`src/rtl/wallace_mul_arbiter.sv`:
```
// Two-requester arbiter with round-robin tie-break that fronts one shared combinational 8x8 Wallace multiplier.
// The product appears CALC_CYCLES edges after the request handshake; the response is held until the owner's rsp_ready.

module wallace_mul8 (
    input  logic [7:0]  a,
    input  logic [7:0]  b,
    output logic [15:0] p
);
    // One level of 3:2 compression: {sum, carry}, with the carry already weighted by one bit position.
    function automatic logic [31:0] csa(input logic [15:0] x, input logic [15:0] y, input logic [15:0] z);
        logic [15:0] sum;
        logic [15:0] maj;
        sum = x ^ y ^ z;
        maj = (x & y) | (x & z) | (y & z);
        return {sum, maj[14:0], 1'b0};
    endfunction

    logic [15:0] pp [8];
    logic [15:0] s1a, c1a, s1b, c1b;
    logic [15:0] s2a, c2a, s2b, c2b;
    logic [15:0] s3, c3, s4, c4;

    always_comb begin
        for (int i = 0; i < 8; i++) begin
            pp[i] = b[i] ? ({8'd0, a} << i) : 16'd0;
        end
        // Eight partial-product rows are reduced 8 -> 6 -> 4 -> 3 -> 2 rows, then a single carry-propagate add.
        {s1a, c1a} = csa(pp[0], pp[1], pp[2]);
        {s1b, c1b} = csa(pp[3], pp[4], pp[5]);
        {s2a, c2a} = csa(s1a, c1a, s1b);
        {s2b, c2b} = csa(c1b, pp[6], pp[7]);
        {s3, c3}   = csa(s2a, c2a, s2b);
        {s4, c4}   = csa(s3, c3, c2b);
        p = s4 + c4;
    end
endmodule

module wallace_mul_arbiter #(
    parameter int unsigned CALC_CYCLES = 2
) (
    input  logic        clk,
    input  logic        rst_n,
    input  logic        req0_valid,
    output logic        req0_ready,
    input  logic [7:0]  req0_x,
    input  logic [7:0]  req0_y,
    input  logic        req1_valid,
    output logic        req1_ready,
    input  logic [7:0]  req1_x,
    input  logic [7:0]  req1_y,
    output logic        rsp0_valid,
    input  logic        rsp0_ready,
    output logic        rsp1_valid,
    input  logic        rsp1_ready,
    output logic [15:0] rsp_z,
    output logic        busy,
    output logic        owner
);
    typedef enum logic [1:0] {IDLE, CALC, RESP} state_t;

    state_t      state_q;
    state_t      state_d;
    logic [3:0]  cnt;
    logic [7:0]  x_q;
    logic [7:0]  y_q;
    logic        last_served;
    logic [15:0] product;
    logic        grant_any;
    logic        grant_idx;
    logic        accept;
    logic        rsp_take;

    wallace_mul8 u_mul (
        .a (x_q),
        .b (y_q),
        .p (product)
    );

    // On contention the requester that was not served last wins.
    assign grant_any = req0_valid | req1_valid;
    assign grant_idx = (req0_valid & req1_valid) ? ~last_served : req1_valid;
    assign accept    = (state_q == IDLE) & grant_any;
    assign rsp_take  = (state_q == RESP) & (owner ? rsp1_ready : rsp0_ready);

    assign req0_ready = accept & ~grant_idx;
    assign req1_ready = accept & grant_idx;
    assign rsp0_valid = (state_q == RESP) & ~owner;
    assign rsp1_valid = (state_q == RESP) & owner;
    assign busy       = (state_q != IDLE);

    always_ff @(posedge clk or negedge rst_n) begin
        if (!rst_n) begin
            state_q <= IDLE;
        end else begin
            state_q <= state_d;
        end
    end

    always_comb begin
        state_d = state_q;
        case (state_q)
            IDLE:    if (accept) state_d = CALC;
            CALC:    if (cnt == 4'd0) state_d = RESP;
            RESP:    if (rsp_take) state_d = IDLE;
            default: state_d = IDLE;
        endcase
    end

    always_ff @(posedge clk or negedge rst_n) begin
        if (!rst_n) begin
            cnt         <= 4'd0;
            x_q         <= 8'd0;
            y_q         <= 8'd0;
            rsp_z       <= 16'd0;
            owner       <= 1'b0;
            last_served <= 1'b1;
        end else begin
            if (accept) begin
                x_q         <= grant_idx ? req1_x : req0_x;
                y_q         <= grant_idx ? req1_y : req0_y;
                owner       <= grant_idx;
                last_served <= grant_idx;
                cnt         <= 4'(CALC_CYCLES - 1);
            end
            if (state_q == CALC) begin
                if (cnt == 4'd0) begin
                    rsp_z <= product;
                end else begin
                    cnt <= cnt - 4'd1;
                end
            end
        end
    end
endmodule

```
`config.mk`:
```
export PLATFORM = sky130hd
export DESIGN_NAME = wallace_mul_arbiter
export DESIGN_NICKNAME = d
export VERILOG_FILES = /design/src/rtl/wallace_mul_arbiter.sv
export SDC_FILE = /design/constraint.sdc
export NUM_CORES = 1
export LEC_CHECK = 0
export CORE_ASPECT_RATIO = 0.5
export CORE_UTILIZATION = 25
export CTS_CLUSTER_SIZE = 14
export DETAILED_ROUTE_END_ITERATION = 8
export REMOVE_ABC_BUFFERS = 1
export SYNTH_ARGS = -nofsm -noshare
export SYNTH_HDL_FRONTEND = slang
export SYNTH_SLANG_ARGS = --single-unit
```
`constraint.sdc`:
```
create_clock -name clk -period 3.9 [get_ports clk]
set_clock_uncertainty 0.05 [all_clocks]
set_input_delay 0.585 -clock clk [delete_from_list [all_inputs] [get_ports clk]]
set_output_delay 0.585 -clock clk [all_outputs]
set_load 0.005 [all_outputs]
```
==> impl_metrics.env, run 1 <==
export IMPL_hold_viol=0
export IMPL_place_hpwl_um=6540
export IMPL_route_detailed_drc=0
export IMPL_grt_use_met2_pct=20.5
export IMPL_tns_ns=-0.659
export IMPL_root_buffer="clkbuf_16"
export IMPL_antenna_found_initial=0
export IMPL_ff2ff_setup_slack_ns=-0.18
export IMPL_grt_pass1_vias=2942
export IMPL_ant_nets=0
export IMPL_clock_sinks=40
export IMPL_die_h_um=86.1
export IMPL_initial_core_util_pct=25.9
export IMPL_first_pass_iters=7
export IMPL_fin_nets=574
export IMPL_synth_commonest_cells="inv_1, nand2_1, and2_1, dfrtp_1, fa_1"
export IMPL_clock_latency_ns=0.29
export IMPL_ff2ff_path_depth=13
export IMPL_regToRegEndpoint="rsp_z[15]"
export IMPL_wl_per_cell_um=13.1
export IMPL_worst_slack_ns=-0.180
export IMPL_tightest_slew_ns=1.01
export IMPL_pin_count=60
export IMPL_drtIter0Drc=139
export IMPL_timing_final_crit_share_pct=105
export IMPL_vias=2921
export IMPL_max_slew_margin_pct=32.2
export IMPL_worstSetupPathType="reg -> reg"
export IMPL_r2r_start="y_q[3]"
export IMPL_cap_viol_max_count=0
export IMPL_syn_inst=365
export IMPL_hold_path_class="in -> async"
export IMPL_yosys_area_top_type="dfrtp_1"
export IMPL_io_buffers=59
export IMPL_crit_fanout=6
export IMPL_syn_avg_cell_area_um2=9.68
export IMPL_cp_start_kind="register"
export IMPL_async_flop_share_pct=100
export IMPL_synthTopCellsByArea="dfrtp_1, fa_1, ha_1, and2_1, inv_1"
export IMPL_grt_max_degree=41
export IMPL_cts_tree="yes"
export IMPL_arrival_ns=4.26
export IMPL_grt_pass1_wl_um=14400
export IMPL_place_gp_congestion=0.813
export IMPL_routed_via_density=4.40
export IMPL_cp_required_ns=4.08
export IMPL_setup_viol=6
export IMPL_antenna_cells=0
export IMPL_row_count=30
export IMPL_cts_hold_buf=0
export IMPL_status="finished with violations"
export IMPL_busiest_layer="met2"
export IMPL_syn2layout_area_growth_pct=43.9
export IMPL_fmax_ghz=0.245
export IMPL_clkTransAtPathRegs_ns=0.07
export IMPL_drive_above_1_share_pct=21.6
export IMPL_syn_cell_area_um2=3530
export IMPL_htree_levels=2
export IMPL_violations="setup timing"
export IMPL_report_final_slew_viol_count=0
export IMPL_cts_buffer_depth=2
export IMPL_ys_warn_count=0
export IMPL_cts_buffers=5
export IMPL_end_kind="register"
export IMPL_die_x_um=170
export IMPL_yosysTopAreaCellShare_pct=27.6
export IMPL_ys_ff_latch=40
export IMPL_fill_cells=1366
export IMPL_wl_um=8710
export IMPL_ys_flop_type="dfrtp_1"
export IMPL_overflow=0
export IMPL_dieArea_um2=14600
export IMPL_synth_distinct_cells=45
export IMPL_synth_enable_flop_cells=0
export IMPL_min_period_ns=4.08
export IMPL_coreArea_um2=13700
export IMPL_yosysSeqAreaShare_pct=28.4
export IMPL_grtUsageMet1_pct=16.7
export IMPL_rsz0062_at_grt="yes"
export IMPL_globalRouteTotalUtil_pct=12.5
export IMPL_met3_usage_pct=2.77
## layout by cell type, fill, tap and decap left out, drive strengths merged, types with 2 or more instances in the layout
cell	instances
o21ai	11
fa	39
nor2	10
nand3	7
clkbuf	6
a21o	5
buf	53
ha	26
clkdlybuf4s50	58
inv	55
a211oi	2
dfrtp	39
nand2b	5
and3	2
xnor2	2
xor2	3
o21a	2
o311ai	2
a222oi	16
nand2	55
nand4	2
and2	45
a21oi	8
or3	2
nor3	3
## how the worst max path moves through the flow
stage	cells past startpoint	start	slack [ns]	end
finish	13	y_q[3]	-0.18	rsp_z[15]
global placement	13	y_q[5]	-0.23	rsp_z[12]
global route	13	y_q[3]	-0.27	rsp_z[15]
CTS	13	y_q[3]	-0.15	rsp_z[15]
floorplan	13	y_q[5]	-0.18	rsp_z[15]
detailed placement	13	y_q[5]	-0.32	rsp_z[12]
## area by class of cell
class                           count  area, um2  share of cell area (%)
Tap cell                          192        240                    4.72
Sequential cell                    40       1010                    19.8
Inverter                           55        206                    4.06
Multi-Input combinational cell    258       2470                    48.7
Timing Repair Buffer              111        995                    19.6
Clock buffer                        6        129                    2.53
Clock inverter                      2       35.0                   0.689
## sequential cells by signal (all words and copies together) (netlist names)
| register | cells |
|---|---|
| rsp_z | 16 |
| x_q | 8 |
| cnt | 4 |
| y_q | 8 |
| owner | 1 |
| state_q | 2 |
| last_served | 1 |
## critical path: stages, from the launching register on
cell and delay (ns):
dfrtp_2 0.44, buf_6 0.13, and2_4 0.15, fa_1 0.55
inv_2 0.04, fa_1 0.48, fa_1 0.51, inv_1 0.05
fa_1 0.48, ha_4 0.34, nand2_2 0.07, o21a_4 0.23
or4_4 0.41, nand3_2 0.09
## kinds of logic after synthesis
family | Yosys count | synth area share (%)
fa+ha+maj | 65 | 31.3
simple gates | 135 | 19.4
flops | 40 | 28.4
xor+xnor | 5 | 1.24
compound gates | 53 | 12.1
buf+inv | 67 | 7.61
## metal layers
metal / wire (um) / share of wire (%)
met1: 3950 / 45
met2: 4370 / 50
met3: 300 / 3.4
met4: 86 / 0.99
met5: 0 / 0
## stage by stage
step / cell area [um2] / instances / hold slack, ns / setup slack, ns / util, %
after detailed placement: 4610 / 646 / 0.416 / -0.323 / 33.8
after global routing: 5090 / 664 / 0.450 / -0.275 / 37.2
after CTS: 4950 / 663 / 0.419 / -0.148 / 36.2
final: 5090 / 664 / 0.378 / -0.180 / 37.2
after global placement: 4610 / 646 / 0.407 / -0.235 / 33.8
after floorplan: 3470 / 353 / 0.239 / -0.180 / -
## timing repair
action | 4_1_cts | 5_1_grt
gates resized for setup | 22 | 26
pin swaps | 25 | 20
setup buffers | 9 | 3
endpoints found under the setup margin | 7 | 7
Power of run 1 is left out: the tool's default activity adds up to more than one toggle a clock period on the data nets, which glitch-free logic cannot reach.
==> run 2, diff against run 1 <==
CORE_ASPECT_RATIO = unset   (was 0.5)
==> impl_metrics.env, run 2 (synthesis results as in run 1) <==
export IMPL_clock_sinks=40
export IMPL_drtIter0Drc=125
export IMPL_overflow=0
export IMPL_vias=2950
export IMPL_regMostFlops="rsp_z"
export IMPL_path_cells="buf_6 > and2_4 > fa_1 > inv_1 > fa_1 > fa_1 > inv_1 > fa_1 > ha_4 > a21oi_4 > o21a_4 > or4_1 > nand3_1"
export IMPL_grt_pass1_wl_um=14100
export IMPL_die_h_um=121
export IMPL_seq_area_um2=1000
export IMPL_drive_above_1_share_pct=19.1
export IMPL_antenna_found_initial=0
export IMPL_wl_um=8330
export IMPL_timing_critical_path_mode_cell="fa_1"
export IMPL_reg_top3="rsp_z x16, x_q x8, y_q x8"
export IMPL_tightest_slew_ns=0.973
export IMPL_clkTransAtPathRegs_ns=0.07
export IMPL_place_hpwl_um=6570
export IMPL_met3_usage_pct=2.44
export IMPL_cts_buffers=5
export IMPL_grt_use_met2_pct=21.3
export IMPL_crit_fanout=4
export IMPL_fmax_ghz=0.247
export IMPL_place_gp_congestion=0.852
export IMPL_grtUsageMet1_pct=15.1
export IMPL_cp_start_kind="register"
export IMPL_multi_input_area_um2=2430
export IMPL_route_detailed_drc=0
export IMPL_hold_viol=0
export IMPL_first_pass_iters=6
export IMPL_dieArea_um2=14600
export IMPL_end_kind="register"
export IMPL_rsz0062_at_grt="yes"
export IMPL_dp_cells=632
export IMPL_coreArea_um2=13800
export IMPL_htree_levels=2
export IMPL_setup_viol=6
export IMPL_final_cell_mix="clkdlybuf4s50_1, nand2_1, inv_1"
export IMPL_arrival_ns=4.22
export IMPL_globalRouteTotalUtil_pct=12.0
export IMPL_cap_viol_max_count=0
export IMPL_layout_commonest_cell="clkdlybuf4s50_1"
export IMPL_timing_final_crit_share_pct=104
export IMPL_min_period_ns=4.05
export IMPL_io_buffers=59
export IMPL_report_final_slew_viol_count=0
export IMPL_max_slew_margin_pct=34.8
export IMPL_hold_path_class="in -> async"
export IMPL_cts_hold_buf=0
export IMPL_largest_reg_flops=16
export IMPL_pin_count=60
export IMPL_violations="setup timing"
export IMPL_syn2layout_area_growth_pct=41.4
export IMPL_grt_max_degree=41
export IMPL_routed_via_density=4.57
export IMPL_cts_tree="yes"
export IMPL_die_x_um=121
export IMPL_worstSetupPathType="reg -> reg"
export IMPL_busiest_layer="met2"
export IMPL_antenna_cells=0
export IMPL_final_cells=646
export IMPL_cpLargestDelayFamily="adder cells"
export IMPL_initial_core_util_pct=25.6
export IMPL_status="finished with violations"
export IMPL_worst_slack_ns=-0.146
export IMPL_row_count=43
export IMPL_root_buffer="clkbuf_16"
export IMPL_fill_cells=1364
export IMPL_cts_buffer_depth=2
export IMPL_max_stage_delay_ns=0.53
export IMPL_path_buf_inv=3
export IMPL_cp_required_ns=4.07
export IMPL_grt_pass1_vias=3035
export IMPL_clock_latency_ns=0.29
export IMPL_slowest_stage="fa_1"
export IMPL_wl_per_cell_um=12.9
export IMPL_ant_nets=0
export IMPL_fin_nets=568
[run 2: changes by cell type in the layout (fill, tap and decap cells not counted), moves of 2 or more]
cell and delta:
nand3_1 +2, dfrtp_1 +2, nand3_2 -2, and2_4 -2, buf_4 -7, dfrtp_2 -2
and2_1 +2
[run 2: layout make-up]
type	count	area share [%]
clock buffer	6	2.78
clock inverter	2	0.776
inverter	55	4.13
multi-input combinational	258	48.6
sequential	40	20.1
tap	180	4.51
timing repair buffer	105	19.1
[run 2: worst register-to-register path, stage by stage (launching register included)]
cell and delay [ns]:
dfrtp_1 0.41, buf_6 0.14, and2_4 0.15, fa_1 0.53, inv_1 0.05, fa_1 0.47, fa_1 0.52, inv_1 0.05
fa_1 0.49, ha_4 0.32, a21oi_4 0.06, o21a_4 0.23, or4_1 0.41, nand3_1 0.10
[run 2: metrics by stage]
| stage | setup TNS, ns | cell area (um2) | util [%] | hold WS, ns | worst slack (ns) |
|---|---|---|---|---|---|
| after detailed placement | -1.39 | 4580 | 33.1 | 0.416 | -0.279 |
| after global routing | -1.39 | 5000 | 36.1 | 0.444 | -0.258 |
| after floorplan | -0.419 | 3470 | - | 0.239 | -0.180 |
| after CTS | -0.636 | 4930 | 35.7 | 0.430 | -0.182 |
| after global placement | -0.857 | 4580 | 33.1 | 0.409 | -0.215 |
| final | -0.444 | 5000 | 36.1 | 0.387 | -0.146 |
[run 2: path summary, 6_finish.rpt]
path	start	end	slack, ns	cells past startpoint
max	y_q[5]	rsp_z[15]	-0.15	13
min	rst_n	owner	0.39	1
max reg2reg	y_q[5]	rsp_z[15]	-0.15	13
min reg2reg	rsp_z[0]	rsp_z[0]	0.42	2
max in group asynchronous	rst_n	x_q[4]	2.77	1
min in group clk	rsp_z[0]	rsp_z[0]	0.42	2
[run 2: routing by layer]
metal	vias to the layer above	share of wire [%]
met3	9	4.8
met2	84	51
met1	1452	44
met5	-	0
li1	1405	-
met4	0	0.86
[run 2: repair_timing]
| action | in CTS | in global routing |
|---|---|---|
| gates resized for setup | 24 | 14 |
| setup buffers | 5 | 1 |
| pin swaps | 17 | 6 |
| setup endpoints to repair | 7 | 8 |
Power of run 2 is left out for the same reason.
==> run 3, diff against run 2 <==
CORE_ASPECT_RATIO = 0.75   (was unset)
SKIP_LAST_GASP = 1   (was unset)
==> impl_metrics.env, run 3 (synthesis results as in run 1) <==
export IMPL_status="finished with violations"
export IMPL_violations="setup timing"
export IMPL_cts_tree="yes"
export IMPL_hold_viol=0
export IMPL_antenna_cells=0
export IMPL_overflow=0
export IMPL_cts_buffers=5
export IMPL_grt_pass1_vias=2990
export IMPL_cap_viol_max_count=0
export IMPL_grt_max_degree=41
export IMPL_max_slew_margin_pct=33.4
export IMPL_clkTransAtPathRegs_ns=0.06
export IMPL_place_hpwl_um=6630
export IMPL_worstSetupPathType="reg -> reg"
export IMPL_cp_start_kind="register"
export IMPL_largest_reg_flops=16
export IMPL_hold_path_class="in -> async"
export IMPL_end_kind="register"
export IMPL_clock_latency_ns=0.29
export IMPL_cts_buffer_depth=2
export IMPL_globalRouteTotalUtil_pct=12.8
export IMPL_vias=2886
export IMPL_layout_commonest_cell="clkdlybuf4s50_1"
export IMPL_syn2layout_area_growth_pct=42.3
export IMPL_reg_top3="rsp_z x16, x_q x8, y_q x8"
export IMPL_first_pass_iters=8
export IMPL_timing_final_crit_share_pct=103
export IMPL_place_gp_congestion=0.802
export IMPL_clock_sinks=40
export IMPL_fmax_ghz=0.250
export IMPL_report_final_slew_viol_count=0
export IMPL_arrival_ns=4.18
export IMPL_regMostFlops="rsp_z"
export IMPL_drtIter0Drc=168
export IMPL_fin_nets=569
export IMPL_rsz0062_at_grt="yes"
export IMPL_routed_via_density=4.50
export IMPL_antenna_found_initial=0
export IMPL_dieArea_um2=14600
export IMPL_die_x_um=139
export IMPL_row_count=37
export IMPL_route_detailed_drc=0
export IMPL_htree_levels=2
export IMPL_initial_core_util_pct=25.7
export IMPL_drive_above_1_share_pct=20.6
export IMPL_pin_count=60
export IMPL_die_h_um=105
export IMPL_tns_ns=-0.257
export IMPL_setup_viol=5
export IMPL_crit_fanout=5
export IMPL_wl_per_cell_um=13.4
export IMPL_min_period_ns=4.01
export IMPL_tightest_slew_ns=0.994
export IMPL_ant_nets=0
export IMPL_wl_um=8620
export IMPL_final_cell_mix="clkdlybuf4s50_1, nand2_1, inv_1"
export IMPL_cp_required_ns=4.08
export IMPL_worst_slack_ns=-0.106
export IMPL_grt_pass1_wl_um=14800
export IMPL_coreArea_um2=13700
export IMPL_io_buffers=59
export IMPL_root_buffer="clkbuf_16"
[run 3: cell types whose count changed in the layout (fill, tap and decap cells not counted), sizes merged]
cell,previous run,this run
clkinvlp,0,1
clkbuf,6,5
buf,47,48
[run 3: path summary, 6_finish.rpt]
kind                          start         to  slack, ns  depth (start not counted)
max in group asynchronous     rst_n     x_q[5]       2.73                          1
min                           rst_n   rsp_z[8]       0.40                          1
max reg2reg                  y_q[5]  rsp_z[15]      -0.11                         13
max                          y_q[5]  rsp_z[15]      -0.11                         13
min in group clk           rsp_z[2]   rsp_z[2]       0.42                          2
min reg2reg                rsp_z[2]   rsp_z[2]       0.42                          2
[run 3: final cells by class]
| type | count | area (um2) |
|---|---|---|
| fillers | 1329 | 8720 |
| multi-input cells | 258 | 2450 |
| flip-flops and latches | 40 | 1010 |
| repair buffers | 106 | 976 |
| well taps | 175 | 219 |
| inverters | 55 | 206 |
| clock buffers | 5 | 125 |
| clock inverters | 3 | 42.5 |
[run 3: what timing repair did]
action	in CTS	in global routing
setup endpoints to repair	7	8
pin swaps	27	13
hold buffers	0	0
buffers inserted	6	3
gates resized for setup	31	19
[run 3: worst max-delay path, stage by stage (launching register included)]
cell     delay, ns
dfrtp_1       0.43
buf_6         0.14
and2_4        0.15
fa_1          0.53
inv_1         0.05
fa_1          0.45
fa_1          0.51
inv_2         0.04
fa_1          0.48
ha_4          0.31
a21oi_4       0.06
o21a_4        0.24
or4_4         0.42
nand3_2       0.08
[run 3: routing by layer]
metal  part of all wire (%)  track usage [%]
met5                      0                0
met4                   0.66             2.38
met2                     46             20.5
met3                    4.8             3.02
met1                     49             17.6
[run 3: metrics by stage]
step	utilization, %	hold slack (ns)	cell area, um2	setup slack [ns]	std cells
2_1_floorplan	-	0.239	3470	-0.180	353
3_3_place_gp	33.2	0.418	4560	-0.251	625
3_5_place_dp	33.2	0.416	4560	-0.301	625
4_1_cts	35.9	0.431	4940	-0.147	639
5_1_grt	36.6	0.460	5030	-0.231	642
6_report	36.6	0.401	5030	-0.106	642
Power of run 3 is left out for the same reason.
